--- src/rtl/vcu108_video_monitor_pkg.sv ---
// Shared types and constants for the VCU108 video timing monitor.
package vcu108_video_monitor_pkg;

  localparam int CNT_W = 12;
  typedef logic [CNT_W-1:0] cnt_t;
  localparam cnt_t CNT_MAX = '1;

  typedef enum logic [1:0] {
    ST_UNARMED  = 2'd0,
    ST_CHECKING = 2'd1,
    ST_LOCKED   = 2'd2
  } lock_state_e;

  // Bit positions inside the sticky error vector.
  localparam int ERR_OVF     = 0;
  localparam int ERR_WIDTH   = 1;
  localparam int ERR_TIMEOUT = 2;

  // Increment that sticks at the top of the 12-bit range.
  function automatic cnt_t sat_inc(input cnt_t v);
    return (v == CNT_MAX) ? v : v + cnt_t'(1);
  endfunction

  function automatic logic [15:0] rotl1(input logic [15:0] v);
    return {v[14:0], v[15]};
  endfunction

endpackage

--- src/rtl/vcu108_video_monitor_if.sv ---
// Video source bundle: syncs, data enable and pixel word.
interface vcu108_video_monitor_if;
  logic        vsync;
  logic        hsync;
  logic        de;
  logic [15:0] data;

  modport master (output vsync, hsync, de, data);
  modport slave  (input  vsync, hsync, de, data);
endinterface

--- src/rtl/vcu108_video_line_measure.sv ---
// Per-line measurement: input registering, sync edge detection,
// horizontal / active-width counters and the running pixel checksum.
module vcu108_video_line_measure
  import vcu108_video_monitor_pkg::*;
(
  input  logic                  clk,
  input  logic                  reset,
  vcu108_video_monitor_if.slave video,
  output logic                  frame_start_o,
  output logic                  line_start_o,
  output cnt_t                  ended_len_o,
  output cnt_t                  line_len_o,
  output cnt_t                  ended_act_o,
  output logic [15:0]           checksum_o,
  output logic                  ovf_o
);

  logic        vs_q, hs_q, de_q, vs_prev_q, hs_prev_q;
  logic [15:0] data_q;
  cnt_t        h_cnt_q, act_cnt_q, line_len_q;
  logic [15:0] csum_q;

  assign frame_start_o = vs_q & ~vs_prev_q;
  assign line_start_o  = hs_q & ~hs_prev_q;
  // Length of the line closing at this line start (counter value plus one).
  assign ended_len_o   = sat_inc(h_cnt_q);
  assign ended_act_o   = act_cnt_q;
  assign line_len_o    = line_len_q;
  assign checksum_o    = csum_q;
  assign ovf_o         = (h_cnt_q == CNT_MAX) |
                         (de_q & ~line_start_o & (act_cnt_q == CNT_MAX));

  // Register the raw video inputs once, then keep one more copy for edges.
  always_ff @(posedge clk) begin
    // NOTE: non-blocking assignments keep every register sampling pre-edge values.
    if (reset) begin
      vs_q      <= 1'b0;
      hs_q      <= 1'b0;
      de_q      <= 1'b0;
      data_q    <= '0;
      vs_prev_q <= 1'b0;
      hs_prev_q <= 1'b0;
    end else begin
      vs_q      <= video.vsync;
      hs_q      <= video.hsync;
      de_q      <= video.de;
      data_q    <= video.data;
      vs_prev_q <= vs_q;
      hs_prev_q <= hs_q;
    end
  end

  // Line counters restart at each line start; checksum restarts at frame start.
  always_ff @(posedge clk) begin
    if (reset) begin
      h_cnt_q    <= '0;
      act_cnt_q  <= '0;
      line_len_q <= '0;
      csum_q     <= '0;
    end else begin
      if (line_start_o) begin
        h_cnt_q    <= '0;
        line_len_q <= ended_len_o;
        act_cnt_q  <= cnt_t'(de_q);
      end else begin
        h_cnt_q <= sat_inc(h_cnt_q);
        if (de_q) act_cnt_q <= sat_inc(act_cnt_q);
      end
      if (frame_start_o)
        csum_q <= de_q ? data_q : 16'h0000;
      else if (de_q)
        csum_q <= rotl1(csum_q) ^ data_q;
    end
  end

endmodule

--- src/rtl/vcu108_video_monitor.sv ---
// Video timing monitor: frame-level counting, measurement outputs,
// lock tracking and vsync timeout.
module vcu108_video_monitor
  import vcu108_video_monitor_pkg::*;
#(
  parameter int LOCK_FRAMES  = 2,
  parameter int TIMEOUT_LOG2 = 24
) (
  input  logic                  clk,
  input  logic                  reset,
  vcu108_video_monitor_if.slave video,
  output logic [11:0]           h_total,
  output logic [11:0]           h_active,
  output logic [11:0]           v_total,
  output logic [11:0]           v_active,
  output logic [15:0]           frame_checksum,
  output logic                  frame_done,
  output logic                  locked,
  output logic [2:0]            error
);

  localparam logic [TIMEOUT_LOG2-1:0] TMO_ONE = 1;

  logic        frame_start, line_start, line_ovf;
  cnt_t        ended_len, line_len, ended_act;
  logic [15:0] checksum;

  vcu108_video_line_measure u_line (
    .clk           (clk),
    .reset         (reset),
    .video         (video),
    .frame_start_o (frame_start),
    .line_start_o  (line_start),
    .ended_len_o   (ended_len),
    .line_len_o    (line_len),
    .ended_act_o   (ended_act),
    .checksum_o    (checksum),
    .ovf_o         (line_ovf)
  );

  cnt_t        line_cnt_q, act_lines_q, first_act_q;
  logic        first_seen_q, meas_valid_q, frame_done_q;
  cnt_t        h_total_q, h_active_q, v_total_q, v_active_q;
  logic [15:0] csum_out_q;
  logic [2:0]  error_q;
  lock_state_e state_q;
  logic [3:0]  match_q;
  logic [TIMEOUT_LOG2-1:0] tmo_q;

  // A line closing with any de cycles counts as active and is width-checked.
  logic ended_active, width_err, frame_ovf, fire_done, timing_same, timeout;
  cnt_t h_total_d, h_active_d, v_total_d, v_active_d;
  logic [3:0] match_inc;

  assign ended_active = line_start & (ended_act != '0);
  assign width_err    = ended_active & first_seen_q & (ended_act != first_act_q);
  assign frame_ovf    = (line_start & ~frame_start & (line_cnt_q == CNT_MAX)) |
                        (ended_active & (act_lines_q == CNT_MAX));

  // Values for the frame closing now; a simultaneous hsync edge closes its last line.
  assign h_total_d  = line_start ? ended_len : line_len;
  assign h_active_d = first_seen_q ? first_act_q : (ended_active ? ended_act : '0);
  assign v_total_d  = line_cnt_q;
  assign v_active_d = ended_active ? sat_inc(act_lines_q) : act_lines_q;

  // The first frame start after reset or timeout only arms measurement.
  assign fire_done   = frame_start & (state_q != ST_UNARMED);
  // With no earlier measurement since arming there is nothing to differ from.
  assign timing_same = ~meas_valid_q |
                       ((h_total_d == h_total_q) && (h_active_d == h_active_q) &&
                        (v_total_d == v_total_q) && (v_active_d == v_active_q));
  assign timeout     = ~frame_start & (&tmo_q);
  assign match_inc   = match_q + 4'd1;

  assign h_total        = h_total_q;
  assign h_active       = h_active_q;
  assign v_total        = v_total_q;
  assign v_active       = v_active_q;
  assign frame_checksum = csum_out_q;
  assign frame_done     = frame_done_q;
  assign error          = error_q;
  assign locked         = (state_q == ST_LOCKED);

  // Per-frame line bookkeeping; line 0 of a new frame may start on the same edge.
  always_ff @(posedge clk) begin
    if (reset) begin
      line_cnt_q   <= '0;
      act_lines_q  <= '0;
      first_act_q  <= '0;
      first_seen_q <= 1'b0;
    end else if (frame_start) begin
      line_cnt_q   <= cnt_t'(line_start);
      act_lines_q  <= '0;
      first_act_q  <= '0;
      first_seen_q <= 1'b0;
    end else if (line_start) begin
      line_cnt_q <= sat_inc(line_cnt_q);
      if (ended_active) begin
        act_lines_q <= sat_inc(act_lines_q);
        if (!first_seen_q) begin
          first_seen_q <= 1'b1;
          first_act_q  <= ended_act;
        end
      end
    end
  end

  // Measurement outputs load on frame_done; error flags are sticky.
  always_ff @(posedge clk) begin
    if (reset) begin
      frame_done_q <= 1'b0;
      h_total_q    <= '0;
      h_active_q   <= '0;
      v_total_q    <= '0;
      v_active_q   <= '0;
      csum_out_q   <= '0;
      error_q      <= '0;
    end else begin
      frame_done_q <= fire_done;
      if (fire_done) begin
        h_total_q  <= h_total_d;
        h_active_q <= h_active_d;
        v_total_q  <= v_total_d;
        v_active_q <= v_active_d;
        csum_out_q <= checksum;
      end
      if (line_ovf | frame_ovf) error_q[ERR_OVF]     <= 1'b1;
      if (width_err)            error_q[ERR_WIDTH]   <= 1'b1;
      if (timeout)              error_q[ERR_TIMEOUT] <= 1'b1;
    end
  end

  // Lock state machine with vsync watchdog; the watchdog wraps after firing.
  always_ff @(posedge clk) begin
    if (reset) begin
      state_q      <= ST_UNARMED;
      match_q      <= '0;
      meas_valid_q <= 1'b0;
      tmo_q        <= '0;
    end else begin
      tmo_q <= frame_start ? '0 : tmo_q + TMO_ONE;
      if (timeout) begin
        state_q      <= ST_UNARMED;
        match_q      <= '0;
        meas_valid_q <= 1'b0;
      end else begin
        case (state_q)
          ST_UNARMED: if (frame_start) begin
            state_q <= ST_CHECKING;
            match_q <= '0;
          end
          ST_CHECKING: if (fire_done) begin
            meas_valid_q <= 1'b1;
            if (timing_same) begin
              match_q <= match_inc;
              if (match_inc >= 4'(LOCK_FRAMES)) state_q <= ST_LOCKED;
            end else begin
              match_q <= '0;
            end
          end
          ST_LOCKED: if (fire_done) begin
            meas_valid_q <= 1'b1;
            if (!timing_same) begin
              state_q <= ST_CHECKING;
              match_q <= '0;
            end
          end
          default: state_q <= ST_UNARMED;
        endcase
      end
    end
  end

endmodule

--- src/flat_wrapper.sv ---
// flat-port wrapper written by rule: the top's interface ports become plain ports
module vcu108_video_monitor_flat import vcu108_video_monitor_pkg::*;
#(
  parameter int LOCK_FRAMES  = 2,
  parameter int TIMEOUT_LOG2 = 24
)
  (clk, reset, h_total, h_active, v_total, v_active, frame_checksum, frame_done, locked, error, video_vsync, video_hsync, video_de, video_data);
  vcu108_video_monitor_if video_i ();
  input  logic clk;
  input  logic reset;
  output logic [11:0] h_total;
  output logic [11:0] h_active;
  output logic [11:0] v_total;
  output logic [11:0] v_active;
  output logic [15:0] frame_checksum;
  output logic frame_done;
  output logic locked;
  output logic [2:0] error;
  input wire logic [$bits(video_i.vsync)-1:0] video_vsync;
  input wire logic [$bits(video_i.hsync)-1:0] video_hsync;
  input wire logic [$bits(video_i.de)-1:0] video_de;
  input wire logic [$bits(video_i.data)-1:0] video_data;
  assign video_i.vsync = video_vsync;
  assign video_i.hsync = video_hsync;
  assign video_i.de = video_de;
  assign video_i.data = video_data;
  vcu108_video_monitor #(.LOCK_FRAMES(LOCK_FRAMES), .TIMEOUT_LOG2(TIMEOUT_LOG2)) u_core (.clk(clk), .reset(reset), .video(video_i), .h_total(h_total), .h_active(h_active), .v_total(v_total), .v_active(v_active), .frame_checksum(frame_checksum), .frame_done(frame_done), .locked(locked), .error(error));
endmodule
--- config.mk ---
export PLATFORM = sky130hd
export DESIGN_NAME = vcu108_video_monitor_flat
export DESIGN_NICKNAME = d
export VERILOG_FILES = /design/src/rtl/vcu108_video_monitor_pkg.sv /design/src/rtl/vcu108_video_monitor_if.sv /design/src/rtl/vcu108_video_line_measure.sv /design/src/rtl/vcu108_video_monitor.sv /design/src/flat_wrapper.sv
export SDC_FILE = /design/constraint.sdc
export NUM_CORES = 1
export LEC_CHECK = 0
export ABC_AREA = 0
export ABC_CLOCK_PERIOD_IN_PS = 2550
export CAP_MARGIN = 20
export CORE_ASPECT_RATIO = 0.9
export CORE_MARGIN = 4
export CORE_UTILIZATION = 48
export DETAILED_ROUTE_END_ITERATION = 10
export PLACE_DENSITY = 0.71
export SLEW_MARGIN = 5
export SYNTH_ARGS = -nofsm -noshare
export SYNTH_HDL_FRONTEND = slang
export SYNTH_SLANG_ARGS = --single-unit
--- constraint.sdc ---
create_clock -name clk -period 2.55 [get_ports clk]
set_clock_uncertainty 0.05 [all_clocks]
set_input_delay 0.51 -clock clk [delete_from_list [all_inputs] [get_ports clk]]
set_output_delay 0.51 -clock clk [all_outputs]
set_load 0.01 [all_outputs]
Word-level counts from Yosys, hierarchy flattened

Cells that the tools add are included.

Flip-flop bits (word level): 209
Bits in latches: 0
Memory bits (writable): 0
Bits in read-only memories: 0
Input bits: 21
Output and inout port bits: 69
Word-level logic and storage cells: 132
Memories kept: 0

$add $sub $neg: 6
Multiply operators: 0
Div/mod/pow operators: 0
Order comparisons: 1
Eq/ne operators: 19
Shift-type cells: 0
Multiplexer cells: 28
Bitwise logic cells: 25
Reduce and logical (&&, ||, !) cells: 24

Operators by type and width:

| kind                  | count |
|---|---|
| $mux 12               | 6 |
| $add 12x1->12 const B | 4 |
| $eq 12x12->1          | 4 |
| $eq 12x12->1 const B  | 4 |
| $mux 16               | 3 |
| $add 24x1->24 const B | 1 |
| $reduce_and 24->1     | 1 |
| $mux 4                | 5 |
| $xor 16x16->16        | 1 |
| $ne 2x1->1 const B    | 7 |
| $and 1x1->1           | 12 |
| $mux 2                | 6 |
| $ne 12x12->1          | 1 |
| $pmux 4 s3            | 1 |
| $reduce_and 2->1      | 6 |
| $reduce_bool 12->1    | 1 |
| $not 1->1             | 8 |
| $reduce_bool 2->1     | 4 |
| $reduce_or 2->1       | 4 |
| $mux 1                | 6 |
| $pmux 2 s3            | 1 |
| $reduce_and 6->1      | 1 |
| $reduce_and 5->1      | 1 |
| $add 4x1->4 const B   | 1 |
| 9 further kinds       | 14 |

Logic depth before layout (Yosys ltp)

Gate-level depths: netlist of the first run.

Word-level depth: 13
Gate-level depth with buffers: 13
Mapped depth without buffers: 11

Modules after synthesis

Synthesis of the first run repeated with hierarchy kept, for this count alone.

Cell total of the unflattened synthesis: 1,154
Area, all modules: 9,718.1 µm²

By module, submodules not included:

| module                    | instances | cells each | area each (µm²) | sequential area each (µm²) |
|---|---|---|---|---|
| vcu108_video_monitor      | 1         | 788        | 6,545.0         | 2,722.6 |
| vcu108_video_line_measure | 1         | 366        | 3,173.0         | 1,461.4 |

Worst setup path after synthesis of the first run

OpenSTA, ideal clock, no wires.

Kind: register -> register
From: register u_core.u_line.h_cnt_q[0]
To: register u_core.state_q[0]
Setup time: 0.086 ns
Data arrival time: 2.683 ns
Required time: 2.414 ns
Slack: -0.270 ns
Stages on the path, launching flop included: 12
Buffers on the path: 2
Clock period less this slack: 2.820 ns
Cell sequence: dfxtp_1 -> ha_1 -> buf_2 -> clkbuf_1 -> a21oi_1 -> o31ai_1 -> xor2_1 -> a2111oi_0 -> and4_1 -> a31o_2 -> o2111ai_2 -> a221oi_2

Word-level cells in the longest chain between the ends: 10
Elaborated cells on any way between the ends: 12
Classes of those cells: add/sub (1); eq/ne (4); mux (2); bitwise (1); reduce/logical (4)

RTL lines:

| item                                                      | RTL line                        | text |
|---|---|---|
| start, declared                                           | vcu108_video_line_measure.sv:20 | `cnt_t h_cnt_q, act_cnt_q, line_len_q;` |
| start signal, assigned                                    | vcu108_video_line_measure.sv:66 | `h_cnt_q <= sat_inc(h_cnt_q);` |
| $add 12x1->12 / $eq 12x12->1 (equally long branches)      | vcu108_video_monitor_pkg.sv:21  | `return (v == CNT_MAX) ? v : v + cnt_t'(1);` |
| $mux 12 (*)                                               | --                              |  |
| $mux 12 (*)                                               | vcu108_video_monitor.sv:61      | `assign h_total_d = line_start ? ended_len : line_len;` |
| $eq 12x12->1 (*)                                          | vcu108_video_monitor.sv:70      | `((h_total_d == h_total_q) && (h_active_d == h_active_q) &&` |
| $logic_and 1x1->1 (*) (2 in a row)                        | vcu108_video_monitor.sv:70      |  |
| $logic_and 1x1->1 (*)                                     | vcu108_video_monitor.sv:71      | `(v_total_d == v_total_q) && (v_active_d == v_active_q));` |
| $or 1x1->1 (*)                                            | vcu108_video_monitor.sv:69      | `assign timing_same = ~meas_valid_q \|` |
| $ne 2x1->1 (no line) / $ne 2x2->1 (equally long branches) | --                              |  |
| $reduce_and 6->1 (no line) (*)                            | --                              |  |
| end signal, assigned                                      | vcu108_video_monitor.sv:136     | `state_q <= ST_UNARMED;` |
| end signal, assigned                                      | vcu108_video_monitor.sv:143     | `state_q <= ST_UNARMED;` |
| end signal, assigned                                      | vcu108_video_monitor.sv:149     | `state_q <= ST_CHECKING;` |
| end, declared                                             | vcu108_video_monitor.sv:46      | `lock_state_e state_q;` |

Every way passes the cells marked *; elsewhere a longest branch is shown, timed or not.
A chain may end at the register's enable or synchronous reset.

Final worst setup path of the first run

From: register u_core.u_line.h_cnt_q[3]
To: register u_core.state_q[0]

The elaborated chain is that of the path after synthesis.

==> impl_metrics.py, run 1 <==
metrics = {
    "floorplan": {
        "die-area_sq_um": 23900,
        "start_util_pct": 49.2,
        "rows": 50,
        "core_area_sq_um": 21000,
        "die_w_microns": 163,
        "chipHeight_microns": 147,
        "io_pins": 90,
    },
    "cts": {
        "cts_sinks": 209,
        "clockBufferDepth": 3,
        "cts_tree": "yes",
        "htreeDepth": 1,
        "cts-root-buf": "clkbuf_16",
        "cts_made_buffers": 24,
        "clkLatencyLatePin_ns": 0.53,
        "path_clk_slew_ns": 0.06,
    },
    "layout": {
        "drive_above_1_share_pct": 23.0,
        "nets": 1537,
        "antenna_cells": 0,
        "syn2layout_area_growth_pct": 36.9,
        "multi_input_area_sq_um": 5870,
        "fin_cells": 1808,
        "fillers": 1753,
        "ff_latch_area_sq_um": 4200,
        "finish.instance_area_sq_um": 14100,
    },
    "route": {
        "wirelength_microns": 31000,
        "viasPerCell": 5.51,
        "avgRoutedWirePerCell_microns": 17.2,
        "route.detailed.drc": 0,
        "ant_nets": 0,
        "via_count": 9959,
        "first_iter_violations": 710,
        "first_pass_iters": 5,
    },
    "sta": {
        "setup_viol": 6,
        "fin_ws_ns": -0.409,
        "period_minus_slack_ns": 2.96,
        "drv_slew": 0,
        "rsz0062_at_grt": "true",
        "hold_viol": 0,
        "tightest_slew_ns": 0.638,
        "relSlewSlack_pct": 57.5,
        "final.period_utilization_pct": 116,
        "fmax_ghz": 0.338,
    },
    "logic_synthesis": {
        "yosysWarnings": 0,
        "syn_avg_cell_area_sq_um": 8.41,
        "synth-seq-cells": 209,
        "syn_area_sq_um": 10300,
        "netlist_instances": 1227,
        "ys_types": 85,
        "synth_top_area_cell": "dfxtp_1",
        "netlist_top_cells_area": "dfxtp_1 (41%), nor2_1 (6.2%), xor2_1 (5.3%)",
        "synth_edf_count": 0,
        "async_flop_share_pct": 0,
        "synth-seq-area-share_pct": 40.5,
        "syn-num-nets": 1260,
        "synthFlopType": "dfxtp_1",
        "synth_top_area_share_pct": 40.5,
    },
    "worst_setup_path": {
        "rrSetupSlack_ns": -0.41,
        "worst-endpoint-required_ns": 2.90,
        "rr_startpoint": "u_core.u_line.h_cnt_q[3]",
        "r2r_end": "u_core.state_q[0]",
        "cp-start-kind": "flip-flop",
        "critPathArrivalTime_ns": 3.31,
        "cp_max_fo": 6,
        "critPathKind": "flip-flop to flip-flop",
        "end_kind": "flip-flop",
        "reg2reg_depth": 11,
    },
    "power_and_ir_drop": {
        "p_leak_nw": 5.60,
        "irDropWorstVdd_mv": 0.416,
        "power_density_nw_per_um2": 605,
    },
    "status": {
        "status": "complete, but fails checks",
        "violations": "negative setup slack",
    },
    "placement": {
        "detailed_place.area_sq_um": 13000,
        "dp_slack_ns": -0.583,
        "gp_congestion": 1.01,
        "post-place-cells": 1749,
        "numPortBuffers": 89,
        "dp_hpwl_microns": 22800,
    },
    "global_route": {
        "antenna_found_initial": 0,
        "grt-ovfl-total": 0,
        "grt_max_degree": 89,
        "grt_pass1_wl_microns": 49600,
        "grt_pass1_vias": 9472,
        "grt_usage_pct": 25.2,
    },
    "min_path": {
        "min_delay_worst_endpoint": "u_core.v_total[1]",
        "hold_depth": 2,
        "hold_path.class": "input pin to flip-flop",
        "worst_hold_startpoint": "reset",
    },
    "job": {
        "maxCapViolCount": 0,
    },
}
## synthesized netlist by cell type, types with 11 or more instances
library cell	count
a22oi_1	27
ha_1	12
nand4_1	33
a21oi_1	66
and4_1	14
xnor2_1	49
nor4_1	18
inv_1	21
nor2_1	170
nand2_1	141
and3_1	16
xor2_1	63
nand3_1	43
clkbuf_1	52
o21ai_0	17
a211oi_1	22
nor3_1	26
dfxtp_1	209
buf_6	11
nor2b_1	38
a31oi_1	11
## sequential cells by signal, indices dropped and copies added (netlist names), 16 cells and up
register	flops
u_core.tmo_q	24
u_core.frame_checksum	16
u_core.u_line.checksum_o	16
u_core.u_line.data_q	16
## logic make-up (layout without fill, tap and decap cells)
logic type               after synthesis  in the layout  synth area share, %
AND/OR/NAND/NOR                      559            559                 27.2
adder cells (fa/ha/maj)               12             12                 1.46
XOR/XNOR                             114            114                 9.96
multiplexers                          10             10                0.994
AO/OA/AOI/OAI                        220            220                 15.0
flip-flops                           209            209                 40.5
buffers and inverters                103            398                 4.90
## critical path, cell delays in order, from the launching register on
cell       delay, ns
dfxtp_1         0.41
nand4_2         0.25
buf_4           0.24
o2111ai_2       0.25
nand4_1         0.18
or3_1           0.35
nor4_2          0.25
and4_4          0.27
nand4_1         0.20
buf_4           0.21
o2111ai_4       0.07
a221oi_2        0.09
## per-stage QoR
| stage | utilization, % | power [mW] | hold WS [ns] | setup TNS [ns] |
|---|---|---|---|---|
| 2_1_floorplan | - | 4.32 | 0.389 | -0.107 |
| 3_3_place_gp | 62.0 | 4.88 | 0.385 | -2.66 |
| 3_5_place_dp | 62.0 | 4.91 | 0.391 | -3.21 |
| 4_1_cts | 67.1 | 8.55 | 0.232 | -2.06 |
| 5_1_grt | 67.4 | 8.85 | 0.253 | -3.03 |
| 6_report | 67.4 | 8.54 | 0.248 | -2.24 |
## placed cells by master (no fill, tap or decap), drive strengths merged, types with 27 or more instances in the layout
cell type and n:
a21oi 66, a22oi 27, buf 245, clkbuf 31, clkdlybuf4s50 88, dfxtp 209, nand2 141, nand3 44
nand4 36, nor2 170, nor2b 38, nor3 28, xnor2 49, xor2 63
## what timing repair did
item,CTS,global route
pin swaps,20,9
resized for setup,23,6
endpoints found under the hold margin,0,0
hold buffers,0,0
setup endpoints to repair,6,7
buffers inserted,13,3
## how the worst max path moves through the flow
stage / endpoint / startpoint / slack [ns]
finish: u_core.state_q[0] / u_core.u_line.h_cnt_q[3] / -0.41
global route: u_core.state_q[0] / u_core.u_line.ended_act_o[5] / -0.53
CTS: u_core.state_q[0] / u_core.u_line.ended_act_o[0] / -0.39
detailed placement: u_core.state_q[0] / u_core.u_line.h_cnt_q[0] / -0.58
global placement: u_core.state_q[0] / u_core.u_line.h_cnt_q[0] / -0.46
floorplan: u_core.state_q[0] / u_core.u_line.ended_act_o[5] / -0.08
## power by group
part	switching, mW	total [mW]	leakage, nW	internal [mW]
Sequential	0.117	3.50	1.70	3.38
Combinational	0.787	1.47	3.49	0.685
Clock	1.44	3.57	0.416	2.13
## area by class of cell
| cell class | instances | area share (%) |
|---|---|---|
| tap | 286 | 2.53 |
| clock buffer | 31 | 4.86 |
| inverter | 21 | 0.576 |
| clock inverter | 13 | 1.09 |
| sequential | 209 | 29.7 |
| timing repair buffer | 333 | 19.7 |
| multi-input combinational | 915 | 41.6 |
## layer usage
| metal | GRT usage [%] | part of all wire (%) |
|---|---|---|
| met1 | 35.8 | 46 |
| met2 | 40.3 | 45 |
| met3 | 3.56 | 5.7 |
| met4 | 6.88 | 2.8 |
| met5 | 0 | 0 |
Note: power is estimated with default switching activity, not from simulation.
==> run 2: changes to the inputs <==
--- a/config.mk
+++ b/config.mk
@@ -10,9 +10,9 @@
 export CAP_MARGIN = 20
 export CORE_ASPECT_RATIO = 0.9
 export CORE_MARGIN = 4
-export CORE_UTILIZATION = 48
+export CORE_UTILIZATION = 49
 export DETAILED_ROUTE_END_ITERATION = 10
-export PLACE_DENSITY = 0.71
+export PLACE_DENSITY = 0.72
 export SLEW_MARGIN = 5
 export SYNTH_ARGS = -nofsm -noshare
 export SYNTH_HDL_FRONTEND = slang
==> impl_metrics.py, run 2 (same netlist as run 1, synthesis figures left out) <==
metrics = {
    "route": {
        "viasPerCell": 5.58,
        "via_count": 10200,
        "ant_nets": 0,
        "route.detailed.drc": 0,
        "wirelength_microns": 32000,
        "avgRoutedWirePerCell_microns": 17.4,
        "first_iter_violations": 928,
        "first_pass_iters": 6,
    },
    "worst_setup_path": {
        "worst-endpoint-required_ns": 2.89,
        "crit_path_frequent_cell": "buf_4",
        "rr_startpoint": "u_core.first_seen_q",
        "critPathKind": "flip-flop to flip-flop",
        "cp-start-kind": "flip-flop",
        "crit_chain": "nor3b_4 -> buf_4 -> a22o_4 -> xor2_2 -> or4_4 -> nor4_2 -> and4_4 -> nand4_1 -> buf_4 -> o2111ai_4 -> a221oi_2",
        "cp_max_fo": 6,
        "slowest_stage": "or4_4",
        "cp-startpoint": "u_core.first_seen_q",
        "critPathArrivalTime_ns": 3.30,
        "end_kind": "flip-flop",
        "cpPeakStageDelay_ns": 0.56,
    },
    "global_route": {
        "grt_usage_pct": 26.0,
        "antenna_found_initial": 0,
        "grt_pass1_vias": 9804,
        "grt_pass1_wl_microns": 50900,
        "grt_max_degree": 66,
        "grt-ovfl-total": 0,
    },
    "min_path": {
        "hold_path.class": "input pin to flip-flop",
        "worst_hold_startpoint": "reset",
    },
    "cts": {
        "cts-root-buf": "clkbuf_16",
        "htreeDepth": 1,
        "clockBufferDepth": 3,
        "path_clk_slew_ns": 0.06,
        "cts_sinks": 209,
        "clkLatencyLatePin_ns": 0.52,
        "cts_tree": "yes",
        "cts_made_buffers": 23,
    },
    "sta": {
        "final.period_utilization_pct": 116,
        "period_minus_slack_ns": 2.96,
        "fmax_ghz": 0.338,
        "relSlewSlack_pct": 54.6,
        "setup_viol": 6,
        "fin_tns_setup_ns": -2.20,
        "hold_viol": 0,
        "fin_ws_ns": -0.411,
        "rsz0062_at_grt": "true",
        "tightest_slew_ns": 0.681,
        "drv_slew": 0,
    },
    "placement": {
        "detailed_place.area_sq_um": 13200,
        "dp_slack_ns": -0.623,
        "gp_congestion": 1.04,
        "numPortBuffers": 89,
        "dp_hpwl_microns": 23100,
    },
    "power_and_ir_drop": {
        "p_int_mw": 6.25,
        "clkPwrFrac_pct": 41.0,
        "p_leak_nw": 5.82,
        "combPwrFrac_pct": 18.3,
        "irDropWorstVdd_mv": 0.491,
        "power_density_nw_per_um2": 590,
        "sw_frac_of_total_pct": 27.0,
        "p_total_mw": 8.57,
        "p_switching_mw": 2.32,
        "power_frac_seq_pct": 40.7,
    },
    "layout": {
        "ff_latch_area_sq_um": 4200,
        "top_register": "u_core.tmo_q",
        "final_cell_mix": "buf_4 (266), dfxtp_1 (201), nor2_1 (169)",
        "syn2layout_area_growth_pct": 40.6,
        "multi_input_area_sq_um": 6030,
        "finish.instance_area_sq_um": 14500,
        "final_common_cell": "buf_4",
        "largest_reg_flops": 24,
        "antenna_cells": 0,
        "fillers": 1614,
        "nets": 1568,
        "drive_above_1_share_pct": 25.9,
        "fin_util_pct": 69.9,
    },
    "status": {
        "violations": "negative setup slack",
        "status": "complete, but fails checks",
    },
    "floorplan": {
        "rows": 50,
        "die_w_microns": 161,
        "start_util_pct": 49.7,
        "die-area_sq_um": 23400,
        "io_pins": 90,
        "core_area_sq_um": 20800,
        "chipHeight_microns": 146,
    },
    "job": {
        "maxCapViolCount": 0,
    },
}
## run 2: per-stage QoR
stage,cells,hold slack [ns]
3_3_place_gp,1779,0.384
6_report,1837,0.235
4_1_cts,1827,0.208
5_1_grt,1837,0.227
3_5_place_dp,1779,0.398
2_1_floorplan,1227,0.389
## run 2: final timing paths
kind                                    to  slack, ns  depth (start not counted)
setup / recovery         u_core.state_q[0]      -0.41                         11
hold / removal           u_core.v_total[7]       0.23                          2
hold reg to reg   u_core.frame_checksum[4]       0.40                          2
setup reg to reg         u_core.state_q[0]      -0.41                         11
## run 2: worst max-delay path, delay by kind of cell, from the launching register on
family	cells	cell delay [ns]
buf+inv	2	0.37
flops	1	0.47
compound gates	3	0.39
xor+xnor	1	0.16
simple gates	5	1.40
## run 2: routing by layer
metal / track usage [%] / up-vias / wire length (microns)
met5: 0 / - / 0
met4: 7.68 / 0 / 1100
met3: 4.30 / 81 / 2040
met2: 43.0 / 368 / 14900
met1: 35.3 / 4867 / 14000
li1: - / 4928 / -
## run 2: what timing repair did
item | CTS | global route
setup endpoints to repair | 6 | 7
hold buffers | 0 | 0
resized for setup | 44 | 30
cloned | 1 | 0
setup buffers | 6 | 9
pin swaps | 17 | 29
## run 2: power by group through the flow
stage,sequential (mW),clock (mW),combinational (mW)
after floorplan,3.58,0,0.746
after global placement,3.55,0,1.36
after detailed placement,3.56,0,1.38
after CTS,3.49,3.57,1.50
after global routing,3.50,3.69,1.68
final,3.49,3.51,1.57
## run 2: area by class of cell
class / count / area share, %
multi-input combinational: 915 / 41.6
sequential: 209 / 28.9
inverter: 21 / 0.578
clock inverter: 11 / 1.09
timing repair buffer: 365 / 20.9
tap: 286 / 2.47
clock buffer: 30 / 4.49
